==> src/rtl/truth_table_sweeper.sv <==
// Exhaustive sweep controller for a 4-in/3-out combinational block.
// It drives codes 0..15, samples c/d/e after SETTLE cycles and checks the truth tables.

module truth_table_lane (
  input  logic        clk,
  input  logic        reset,
  input  logic        clr,
  input  logic        smp,
  input  logic [3:0]  idx,
  input  logic        val,
  input  logic [15:0] mask,
  output logic [15:0] tab,
  output logic        miss
);
  assign miss = val ^ mask[idx];

  always_ff @(posedge clk) begin
    if (reset)    tab      <= '0;
    else if (clr) tab      <= '0;
    else if (smp) tab[idx] <= val;
  end
endmodule

module truth_table_sweeper #(
  parameter int SETTLE = 1
) (
  input  logic        clk,
  input  logic        reset,
  input  logic        start,
  input  logic        abort,
  input  logic [15:0] exp_c,
  input  logic [15:0] exp_d,
  input  logic [15:0] exp_e,
  input  logic        c,
  input  logic        d,
  input  logic        e,
  output logic        x,
  output logic        y,
  output logic        w,
  output logic        z,
  output logic        busy,
  output logic        done,
  output logic [15:0] tab_c,
  output logic [15:0] tab_d,
  output logic [15:0] tab_e,
  output logic        pass,
  output logic [4:0]  err_count,
  output logic [3:0]  first_fail
);
  localparam int NUM_LANES = 3;
  // A zero settle time is meaningless; run it as a single-cycle hold.
  localparam int          SET_EFF  = (SETTLE < 1) ? 1 : SETTLE;
  localparam logic [3:0]  SET_LAST = 4'(SET_EFF - 1);

  localparam logic [1:0] IDLE   = 2'd0;
  localparam logic [1:0] RUN    = 2'd1;
  localparam logic [1:0] FINISH = 2'd2;

  logic [1:0] state;
  logic [3:0] idx;
  logic [3:0] cnt;

  logic [NUM_LANES-1:0]         vals;
  logic [NUM_LANES-1:0]         miss;
  logic [NUM_LANES-1:0][15:0]   masks;
  logic [NUM_LANES-1:0][15:0]   tabs;

  logic       smp;
  logic       clr;
  logic       any_miss;
  logic [4:0] err_next;

  assign vals  = {e, d, c};
  assign masks = {exp_e, exp_d, exp_c};

  assign smp      = (state == RUN) && !abort && (cnt == SET_LAST);
  assign clr      = (state == IDLE) && start;
  assign any_miss = |miss;
  assign err_next = err_count + {4'b0, any_miss};

  for (genvar i = 0; i < NUM_LANES; i++) begin : g_lane
    truth_table_lane u_lane (
      .clk   (clk),
      .reset (reset),
      .clr   (clr),
      .smp   (smp),
      .idx   (idx),
      .val   (vals[i]),
      .mask  (masks[i]),
      .tab   (tabs[i]),
      .miss  (miss[i])
    );
  end

  assign tab_c = tabs[0];
  assign tab_d = tabs[1];
  assign tab_e = tabs[2];

  assign {x, y, w, z} = idx;
  assign busy = (state == RUN);
  assign done = (state == FINISH);

  always_ff @(posedge clk) begin
    if (reset) begin
      state      <= IDLE;
      idx        <= '0;
      cnt        <= '0;
      pass       <= 1'b0;
      err_count  <= '0;
      first_fail <= '0;
    end else begin
      case (state)
        IDLE: begin
          if (start) begin
            state      <= RUN;
            idx        <= '0;
            cnt        <= '0;
            pass       <= 1'b0;
            err_count  <= '0;
            first_fail <= '0;
          end
        end
        RUN: begin
          if (abort) begin
            state <= IDLE;
            idx   <= '0;
            cnt   <= '0;
            pass  <= 1'b0;
          end else if (cnt == SET_LAST) begin
            cnt       <= '0;
            err_count <= err_next;
            // err_count still zero means this is the sweep's first mismatch.
            if (any_miss && (err_count == 5'd0)) first_fail <= idx;
            if (idx == 4'd15) begin
              state <= FINISH;
              idx   <= '0;
              pass  <= (err_next == 5'd0);
            end else begin
              idx <= idx + 4'd1;
            end
          end else begin
            cnt <= cnt + 4'd1;
          end
        end
        FINISH: state <= IDLE;
        default: state <= IDLE;
      endcase
    end
  end
endmodule

==> config.mk <==
export PLATFORM = sky130hd
export DESIGN_NAME = truth_table_sweeper
export DESIGN_NICKNAME = d
export VERILOG_FILES = /design/src/rtl/truth_table_sweeper.sv
export SDC_FILE = /design/constraint.sdc
export NUM_CORES = 1
export LEC_CHECK = 0
export ABC_AREA = 1
export BUFFER_PORTS_ARGS = -buffer_cell sky130_fd_sc_hd__buf_4
export CAP_MARGIN = 25
export CORE_ASPECT_RATIO = 0.9
export CORE_MARGIN = 10
export CORE_UTILIZATION = 56
export CTS_BUF_LIST = sky130_fd_sc_hd__clkbuf_4 sky130_fd_sc_hd__clkbuf_8
export DETAILED_ROUTE_END_ITERATION = 12
export PLACE_DENSITY = 0.9
export RECOVER_POWER = 25
export SLEW_MARGIN = 20
export SYNTH_ARGS = -nofsm -noshare
export SYNTH_HDL_FRONTEND = slang
export SYNTH_SLANG_ARGS = --single-unit
==> constraint.sdc <==
create_clock -name clk -period 4.85 [get_ports clk]
set_input_delay 0.7275 -clock clk [delete_from_list [all_inputs] [get_ports clk]]
set_output_delay 0.7275 -clock clk [all_outputs]
set_load 0.05 [all_outputs]
==> results of run 1 <==
metal layers:
| layer | track usage, % | vias up | share of wire (%) |
|---|---|---|---|
| met5 | 0 | - | 0 |
| met4 | 6.94 | 0 | 1.4 |
| met3 | 5.33 | 18 | 6.3 |
| met2 | 38.4 | 154 | 50 |
| met1 | 24.9 | 1773 | 42 |
| li1 | - | 1866 | - |
cell type report:
cell class | count | area [um2]
fill | 505 | 1610
clock buffer | 11 | 151
inverter | 92 | 353
multi-input combinational | 341 | 1730
clock inverter | 5 | 58.8
sequential | 68 | 1360
tap | 87 | 109
timing repair buffer | 119 | 781
worst paths after layout:
check / end / start / slack (ns)
worst max register to register: pass / idx[1] / 1.86
worst min-delay path: g_lane[0].u_lane.tab[8] / g_lane[0].u_lane.tab[8] / 0.46
worst min register to register: g_lane[0].u_lane.tab[8] / g_lane[0].u_lane.tab[8] / 0.46
worst max-delay path: pass / idx[1] / 1.86
critical path, delay by kind of cell (launching register included):
kind	cells	cell delay, ns
adder cells (fa/ha/maj)	2	0.43
buffers and inverters	1	0.30
XOR/XNOR	2	0.34
AND/OR/NAND/NOR	8	0.91
flip-flops	1	0.78
AO/OA/AOI/OAI	1	0.16
report_power, final:
part / total (mW) / switching (mW) / internal, mW / leakage (nW)
sequential: 0.583 / 0.0165 / 0.566 / 0.549
combinational: 0.216 / 0.138 / 0.0779 / 1.42
clock: 0.485 / 0.219 / 0.266 / 0.102
placed cells by master (no fill, tap or decap):
| cell | count |
|---|---|
| nor2_1 | 75 |
| dfxtp_1 | 67 |
| o221ai_1 | 1 |
| nor3_1 | 5 |
| dfxtp_2 | 1 |
| clkbuf_8 | 11 |
| buf_4 | 89 |
| clkinvlp_4 | 2 |
| o311ai_0 | 1 |
| xor2_1 | 4 |
| a31oi_1 | 1 |
| nand2_1 | 125 |
| nand3_2 | 2 |
| nor3_2 | 1 |
| nor2_4 | 1 |
| nand3_1 | 21 |
| bufinv_16 | 1 |
| nand4_1 | 1 |
| a211oi_1 | 46 |
| nand2_4 | 3 |
| nand2_2 | 3 |
| nor2_8 | 1 |
| ha_1 | 8 |
| clkbuf_1 | 30 |
| inv_1 | 81 |
| xnor2_1 | 1 |
| clkinv_2 | 1 |
| inv_6 | 1 |
| o21ai_1 | 3 |
| a21oi_1 | 21 |
| inv_2 | 7 |
| o21ai_0 | 12 |
| clkinv_1 | 3 |
| inv_8 | 1 |
| nor2_2 | 5 |
through the flow:
step / hold WS, ns / setup slack, ns / utilization (%) / std cells
4_1_cts: 0.464 / 1.71 / 75.8 / 723
6_report: 0.460 / 1.86 / 73.9 / 723
5_1_grt: 0.484 / 1.52 / 73.9 / 723
3_5_place_dp: 0.447 / 1.72 / 72.4 / 707
3_3_place_gp: 0.447 / 1.94 / 72.4 / 707
2_1_floorplan: 0.452 / 2.20 / - / 518
sequential cells by signal, indices dropped and copies added (netlist names):
signal,count
err_count,5
pass,1
state,2
cnt,4
first_fail,4
g_lane.u_lane.tab,48
idx,4
kinds of logic (layout without fill, tap and decap cells):
family | after synthesis | after routing | share of synthesized area [%]
compound gates | 85 | 85 | 15.5
xor+xnor | 5 | 5 | 1.23
fa+ha+maj | 8 | 8 | 2.82
buf+inv | 109 | 227 | 12.9
flops | 68 | 68 | 38.3
simple gates | 243 | 243 | 29.3
==> flow_summary_export.csv, run 1 <==
group,metric,value,unit
finish,final_nets,694,
setup_path,crit_fanout,18,
setup_path,worstPathCellList,"inv_2, nand3_1, nand2_1, nand2_1, nand2_1, nor2_2, xor2_1, nand3_2, ha_1, ha_1, xor2_1, nor3_1, nand3_1, a21oi_1",
yosys,yosysUniqueCellTypes,31,
power_and_ir_drop,power_density,283,nW/um2
grt,grt_usage,21.5,%
finish,area_growth,27.8,%
sta,slew_viol_final,0,
route,ant_nets,0,
clocking,clock-sinks,68,
finish,n_antenna_cell,0,
setup_path,r2r_cells,14,
route,dr.pass1.iters,6,
yosys,yosys_warnings,0,
clocking,htreeDepth,3,
setup_path,cpMostUsedCell,"nand2_1",
power_and_ir_drop,power,1.28,mW
clocking,clk_pin_slew,0.08,ns
sta,skew,0.0113,ns
clocking,post_cts_buffers,0,
sta,hold_viol_final,0,
min_path,whs_path_depth,2,
grt,antenna_found_initial,0,
setup_path,end_kind,"flop",
placed_design,placed_area,4450,um2
grt,grt_pass1_vias,3657,
yosys,syn_avg_cell_area,6.86,um2
floorplanning,core,6150,um2
sta,final.period_utilization,61.6,%
floorplanning,io_pins,119,
yosys,synth_top_flop_cell,"dfxtp_1",
sta,min_period,2.99,ns
setup_path,crit_arrival,3.25,ns
floorplanning,start_util,57.8,%
grt,grt_start_max_net_pins,49,
route,vias,3811,
route,wl_per_cell,15.3,um
yosys,yosys.area.top_type,"dfxtp_1",
clocking,cts_buffer_depth,2,
job,max-cap-violations,0,
yosys,seq_area_frac_synth,38.3,%
clocking,insertion_delay,0.35,ns
floorplanning,rows,27,
clocking,cts_buffers,9,
route,routed_wl,11.0,mm
setup_path,worst_setup_path_start_kind,"flop",
sta,setup_viol,0,
route,drt_drc_violations_left,0,
yosys,yosysTopAreaCellShare,38.3,%
grt,grt_pass1_wl,17.8,mm
sta,rsz0062_at_grt,"no",
grt,overflow,0,
yosys,synthCells,518,
floorplanning,dieHeight,95.6,um
yosys,mappedNetlistArea,3550,um2
setup_path,worst_path_max_delay_cell,"dfxtp_1",
placed_design,gp_congestion,0.954,
yosys,synth_most_common_cell,"nand2_1",
power_and_ir_drop,p_leak,2.08,nW
setup_path,max_stage_delay,0.78,ns
min_path,hold_class,"flop to flop",
yosys,synth_fp_nets,581,
route,dr.first_iter.drc_count,277,
clocking,cts_root_buf,"clkbuf_8",
sta,worstMarginPinSlew,0.707,ns
route,vias_per_cell,5.27,
yosys,synthArstFlopShare,0,%
run_status,status,"complete, no violations",
floorplanning,die_area,9940,um2
yosys,synth_edf_count,0,
finish,final_area,4540,um2
setup_path,required,5.12,ns
finish,drive_gt1_share,20.4,%
yosys,ys_top_cells_by_area,"dfxtp_1 38%, nand2_1 13%, a211oi_1 9.7%, inv_1 8.6%, nor2_1 7.8%",
clocking,cts_resized,0,
sta,max_slew_margin,52.8,%
yosys,synthTopCellsByCount,"125 x nand2_1, 81 x inv_1, 74 x nor2_1",
power_and_ir_drop,vdd_drop_max,0.000236,V
floorplanning,dieWidth,104,um
placed_design,portBuffers,118,
clocking,holdBufCountCts,0,
clocking,cts_tree,"yes",
setup_path,crit_type,"flop to flop",
yosys,ys_ff_latch,68,
sta,tns,0,ns
placed_design,hpwlAfterDp,8.03,mm
sta,max_freq,0.335,GHz
Power figures use the tool's default switching activity.
==> run 2, diff against run 1 <==
--- a/config.mk
+++ b/config.mk
@@ -10,10 +10,10 @@
 export CAP_MARGIN = 25
 export CORE_ASPECT_RATIO = 0.9
 export CORE_MARGIN = 10
-export CORE_UTILIZATION = 56
+export CORE_UTILIZATION = 52
 export CTS_BUF_LIST = sky130_fd_sc_hd__clkbuf_4 sky130_fd_sc_hd__clkbuf_8
 export DETAILED_ROUTE_END_ITERATION = 12
-export PLACE_DENSITY = 0.9
+export PLACE_DENSITY = 0.85
 export RECOVER_POWER = 25
 export SLEW_MARGIN = 20
 export SYNTH_ARGS = -nofsm -noshare
==> constraint.sdc (replaced) <==
create_clock -name clk -period 2.95 [get_ports clk]
set_input_delay 0.4425 -clock clk [delete_from_list [all_inputs] [get_ports clk]]
set_output_delay 0.4425 -clock clk [all_outputs]
set_load 0.05 [all_outputs]
==> flow_summary_export.csv, run 2 (synthesized netlist as in run 1, its figures left out) <==
group,metric,value,unit
finish,regArea,1360,um2
finish,top_register,"g_lane.u_lane.tab",
min_path,hold_class,"input port to flop",
route,drt_drc_violations_left,0,
floorplanning,start_util,53.7,%
route,vias,3648,
clocking,cts_buffer_depth,2,
finish,reg_top3,"g_lane.u_lane.tab (48), err_count (5)",
floorplanning,dieHeight,98.4,um
sta,worstMarginPinSlew,0.659,ns
route,wl_per_cell,14.0,um
grt,grt_start_max_net_pins,49,
clocking,cts_tree,"yes",
grt,grt_pass1_wl,17.1,mm
finish,fill_cells,568,
clocking,cts_buffers,9,
grt,grt_usage,19.3,%
sta,max_slew_margin,56.3,%
setup_path,end_kind,"flop",
power_and_ir_drop,vdd_drop_max,0.000310,V
sta,final.period_utilization,85.5,%
setup_path,crit_fanout,28,
setup_path,required,3.22,ns
clocking,holdBufCountCts,0,
placed_design,portBuffers,118,
route,dr.first_iter.drc_count,219,
sta,rsz0062_at_grt,"no",
finish,mostFrequentLayoutCell,"nand2_1",
clocking,htreeDepth,3,
setup_path,crit_type,"flop to flop",
sta,tns,0,ns
floorplanning,rows,28,
run_status,status,"complete, no violations",
clocking,cts_resized,0,
floorplanning,core,6620,um2
floorplanning,io_pins,119,
clocking,clock-sinks,68,
sta,hold_viol_final,0,
setup_path,worst_setup_path_start_kind,"flop",
floorplanning,die_area,10500,um2
placed_design,gp_congestion,0.864,
setup_path,crit_arrival,2.79,ns
sta,max_freq,0.397,GHz
finish,drive_gt1_share,20.5,%
power_and_ir_drop,p_leak,2.09,nW
power_and_ir_drop,power,2.17,mW
clocking,cts_root_buf,"clkbuf_8",
finish,multi_input_area,1730,um2
grt,overflow,0,
sta,min_period,2.52,ns
power_and_ir_drop,power_density,473,nW/um2
route,ant_nets,0,
finish,layout_common_cells,"125 x nand2_1, 90 x buf_4, 81 x inv_1, 74 x nor2_1, 68 x dfxtp_1",
placed_design,hpwlAfterDp,7.77,mm
finish,largest_reg_flops,48,
route,routed_wl,10.2,mm
finish,n_antenna_cell,0,
sta,setup_viol,0,
clocking,clk_pin_slew,0.08,ns
sta,slew_viol_final,0,
route,dr.pass1.iters,4,
grt,antenna_found_initial,0,
job,max-cap-violations,0,
placed_design,place_inst,714,
finish,final_cells,730,
finish,area_growth,28.9,%
clocking,post_cts_buffers,0,
route,vias_per_cell,5.00,
finish,final_nets,698,
floorplanning,dieWidth,107,um
grt,grt_pass1_vias,3549,
sta,skew,0.0110,ns
clocking,insertion_delay,0.34,ns
-- run 2: changes by cell type in the layout (fill, tap and decap cells not counted) --
cell / previous run / this run
clkinv_4: 0 / 2
clkinvlp_4: 2 / 1
clkbuf_8: 11 / 9
dfxtp_2: 1 / 0
clkbuf_1: 30 / 33
dfxtp_1: 67 / 68
nor2_1: 75 / 74
nor2_4: 1 / 2
bufinv_16: 1 / 2
buf_4: 89 / 90
-- run 2: layout make-up --
cell class                 instances  share of cell area (%)
multi-input combinational        341                    37.8
clock inverter                     7                    2.16
sequential                        68                    29.7
timing repair buffer             123                    17.4
tap                               90                    2.46
clock buffer                       9                    2.70
inverter                          92                    7.70
-- run 2: path summary, 6_finish.rpt --
kind / startpoint / end / slack (ns) / depth (start not counted)
worst min-delay path: reset / err_count[1] / 0.39 / 2
worst max register to register: idx[0] / pass / 0.43 / 18
worst min register to register: g_lane[2].u_lane.tab[8] / g_lane[2].u_lane.tab[8] / 0.46 / 2
worst max-delay path: idx[0] / pass / 0.43 / 18
-- run 2: layer usage --
metal	vias up	routed length (um)	part of all wire [%]	track usage [%]
met5	-	0	0	0
met4	0	148	1.4	6.45
met3	13	719	7.0	5.47
met2	107	5000	49	31.9
met1	1649	4380	43	23.3
li1	1879	-	-	-
-- run 2: power by group --
group / switching [mW] / total [mW] / internal (mW)
logic: 0.240 / 0.375 / 0.135
registers: 0.00884 / 0.940 / 0.931
clock network: 0.372 / 0.852 / 0.480
total: 0.622 / 2.17 / 1.55
-- run 2: critical path, stage by stage (launching register included) --
cell and delay, ns:
dfxtp_1 0.34, buf_4 0.25, inv_8 0.11, nand2_1 0.08
nand2_1 0.05, nand2_1 0.04, o21ai_0 0.07, nand2_1 0.06
nand2_1 0.06, nor2_1 0.10, nand2_1 0.05, nand2_1 0.08
nand3_2 0.12, ha_1 0.23, ha_1 0.22, xor2_1 0.16
nor3_1 0.19, nand3_1 0.09, a21oi_1 0.14
-- run 2: stage by stage --
step           utilization (%)  hold WS, ns  cell area (um2)  worst slack [ns]
2_1_floorplan                -        0.452             3550             0.305
3_3_place_gp              67.7        0.445             4480             0.592
3_5_place_dp              67.7        0.443             4480             0.457
4_1_cts                   71.1        0.378             4710             0.431
5_1_grt                   69.2        0.392             4580             0.122
6_report                  69.2        0.386             4580             0.428
==> run 3, diff against run 2 <==
--- a/config.mk
+++ b/config.mk
@@ -6,14 +6,14 @@
 export NUM_CORES = 1
 export LEC_CHECK = 0
 export ABC_AREA = 1
-export BUFFER_PORTS_ARGS = -buffer_cell sky130_fd_sc_hd__buf_4
 export CAP_MARGIN = 25
 export CORE_ASPECT_RATIO = 0.9
 export CORE_MARGIN = 10
-export CORE_UTILIZATION = 52
+export CORE_UTILIZATION = 60
 export CTS_BUF_LIST = sky130_fd_sc_hd__clkbuf_4 sky130_fd_sc_hd__clkbuf_8
 export DETAILED_ROUTE_END_ITERATION = 12
-export PLACE_DENSITY = 0.85
+export DONT_BUFFER_PORTS = 1
+export PLACE_DENSITY = 0.79
 export RECOVER_POWER = 25
 export SLEW_MARGIN = 20
 export SYNTH_ARGS = -nofsm -noshare
==> constraint.sdc (replaced) <==
create_clock -name clk -period 2.95 [get_ports clk]
set_input_delay 0.59 -clock clk [delete_from_list [all_inputs] [get_ports clk]]
set_output_delay 0.59 -clock clk [all_outputs]
set_load 0.05 [all_outputs]
==> flow_summary_export.csv, run 3 (synthesized netlist as in run 1, its figures left out) <==
group,metric,value,unit
run_status,status,"complete, no violations",
clocking,clock-sinks,68,
grt,grt_start_max_net_pins,49,
sta,slew_viol_final,0,
placed_design,portBuffers,0,
finish,drive_gt1_share,9.11,%
route,dr.first_iter.drc_count,172,
floorplanning,core,5730,um2
sta,final.period_utilization,87.0,%
clocking,clk_pin_slew,0.08,ns
setup_path,crit_type,"flop to flop",
finish,reg_top3,"g_lane.u_lane.tab (48), err_count (5)",
sta,worstMarginPinSlew,0.928,ns
grt,grt_pass1_vias,3023,
grt,antenna_found_initial,0,
floorplanning,start_util,62.1,%
clocking,htreeDepth,3,
setup_path,required,3.22,ns
finish,fill_cells,534,
sta,setup_ws,0.384,ns
power_and_ir_drop,power_density,545,nW/um2
floorplanning,dieHeight,93.0,um
route,ant_nets,0,
finish,mostFrequentLayoutCell,"nand2_1",
setup_path,worst_setup_path_start_kind,"flop",
sta,max_slew_margin,38.2,%
setup_path,rr_startpoint,"state[0]",
route,vias,3253,
clocking,cts_buffer_depth,2,
grt,gr-usage-met3,9.20,%
route,dr.pass1.iters,5,
floorplanning,dieWidth,101,um
floorplanning,io_pins,119,
finish,largest_reg_flops,48,
placed_design,dpl_worst_slack,0.358,ns
clocking,insertion_delay,0.34,ns
floorplanning,rows,26,
min_path,hp-start,"reset",
finish,n_antenna_cell,0,
clocking,cts_tree,"yes",
power_and_ir_drop,p_leak,1.64,nW
finish,layout_common_cells,"125 x nand2_1, 81 x inv_1, 74 x nor2_1, 68 x dfxtp_1, 46 x a211oi_1",
route,vias_per_cell,5.45,
route,routed_wl,9.45,mm
finish,top_register,"g_lane.u_lane.tab",
sta,rsz0062_at_grt,"no",
clocking,cts_buffers,9,
grt,busiest_layer,"met2",
setup_path,cp-startpoint,"state[0]",
setup_path,end_kind,"flop",
grt,overflow,0,
setup_path,crit_arrival,2.84,ns
setup_path,crit_fanout,6,
floorplanning,die_area,9400,um2
finish,final_nets,585,
power_and_ir_drop,vdd_drop_max,0.000507,V
grt,met1_usage,22.9,%
job,max-cap-violations,0,
route,drt_drc_violations_left,0,
placed_design,gp_congestion,0.817,
route,wl_per_cell,15.8,um
sta,tns,0,ns
grt,grt_pass1_wl,15.1,mm
grt,grt_use_met2,31.3,%
clocking,cts_root_buf,"clkbuf_8",
clocking,post_cts_buffers,0,
placed_design,hpwlAfterDp,7.09,mm
sta,skew,0.00840,ns
sta,max_freq,0.390,GHz
min_path,hold_class,"input port to flop",
sta,setup_viol,0,
sta,min_period,2.57,ns
sta,hold_viol_final,0,
finish,area_growth,7.57,%
grt,grt_usage,19.5,%
[run 3: cell count changes in the layout (fill, tap and decap cells not counted), sizes merged]
| cell | delta |
|---|---|
| clkinvlp | +1 |
| clkinv | -1 |
| buf | -83 |
| inv | -1 |
| clkbuf | -29 |
[run 3: path summary, 6_finish.rpt]
kind / endpoint / slack (ns) / depth (start not counted)
max: pass / 0.38 / 11
min: err_count[2] / 0.31 / 1
max reg2reg: pass / 0.38 / 11
min reg2reg: cnt[1] / 0.50 / 2
[run 3: critical path, stage by stage (launching register included)]
cell and delay [ns]:
dfxtp_1 0.39, inv_2 0.06, nor2_4 0.07, clkbuf_1 0.69, inv_2 0.13, nor2_4 0.20, inv_2 0.12, a21oi_1 0.20
inv_1 0.10, o311ai_0 0.18, o21ai_0 0.16, a21oi_1 0.18
[run 3: power breakdown]
part / total (mW) / switching (mW) / internal (mW) / leakage, nW
Combinational: 0.259 / 0.177 / 0.0822 / 0.982
Clock: 0.847 / 0.362 / 0.485 / 0.106
Sequential: 0.976 / 0.0449 / 0.931 / 0.549
Total: 2.08 / 0.584 / 1.50 / 1.64
[run 3: final cells by class]
type	count	area, um2	share of cell area, %
clock inverters	6	88.8	2.32
well taps	70	87.6	2.29
inverters	92	353	9.23
clock buffers	10	131	3.44
multi-input cells	341	1730	45.3
flip-flops and latches	68	1360	35.6
repair buffers	10	67.6	1.77
[run 3: routing by layer]
| layer | part of all wire, % | routed length (um) | vias up |
|---|---|---|---|
| li1 | - | - | 1649 |
| met1 | 41 | 3840 | 1489 |
| met2 | 47 | 4480 | 110 |
| met3 | 11 | 1070 | 5 |
| met4 | 0.64 | 60 | 0 |
| met5 | 0 | 0 | - |
[run 3: through the flow]
step | hold WS, ns | utilization [%] | cell area (um2) | cells | power (mW)
final | 0.308 | 66.8 | 3820 | 597 | 2.08
after CTS | 0.291 | 66.9 | 3830 | 597 | 2.09
after global routing | 0.287 | 66.8 | 3820 | 597 | 2.17
after global placement | 0.481 | 63.0 | 3610 | 581 | 1.25
after detailed placement | 0.484 | 63.0 | 3610 | 581 | 1.25
after floorplan | 0.452 | - | 3550 | 518 | 1.23
[run 3: what timing repair did]
item / 4_1_cts / 5_1_grt
hold buffers: 0 / 0
resized for setup: 0 / 1
endpoints found under the setup margin: 0 / 1
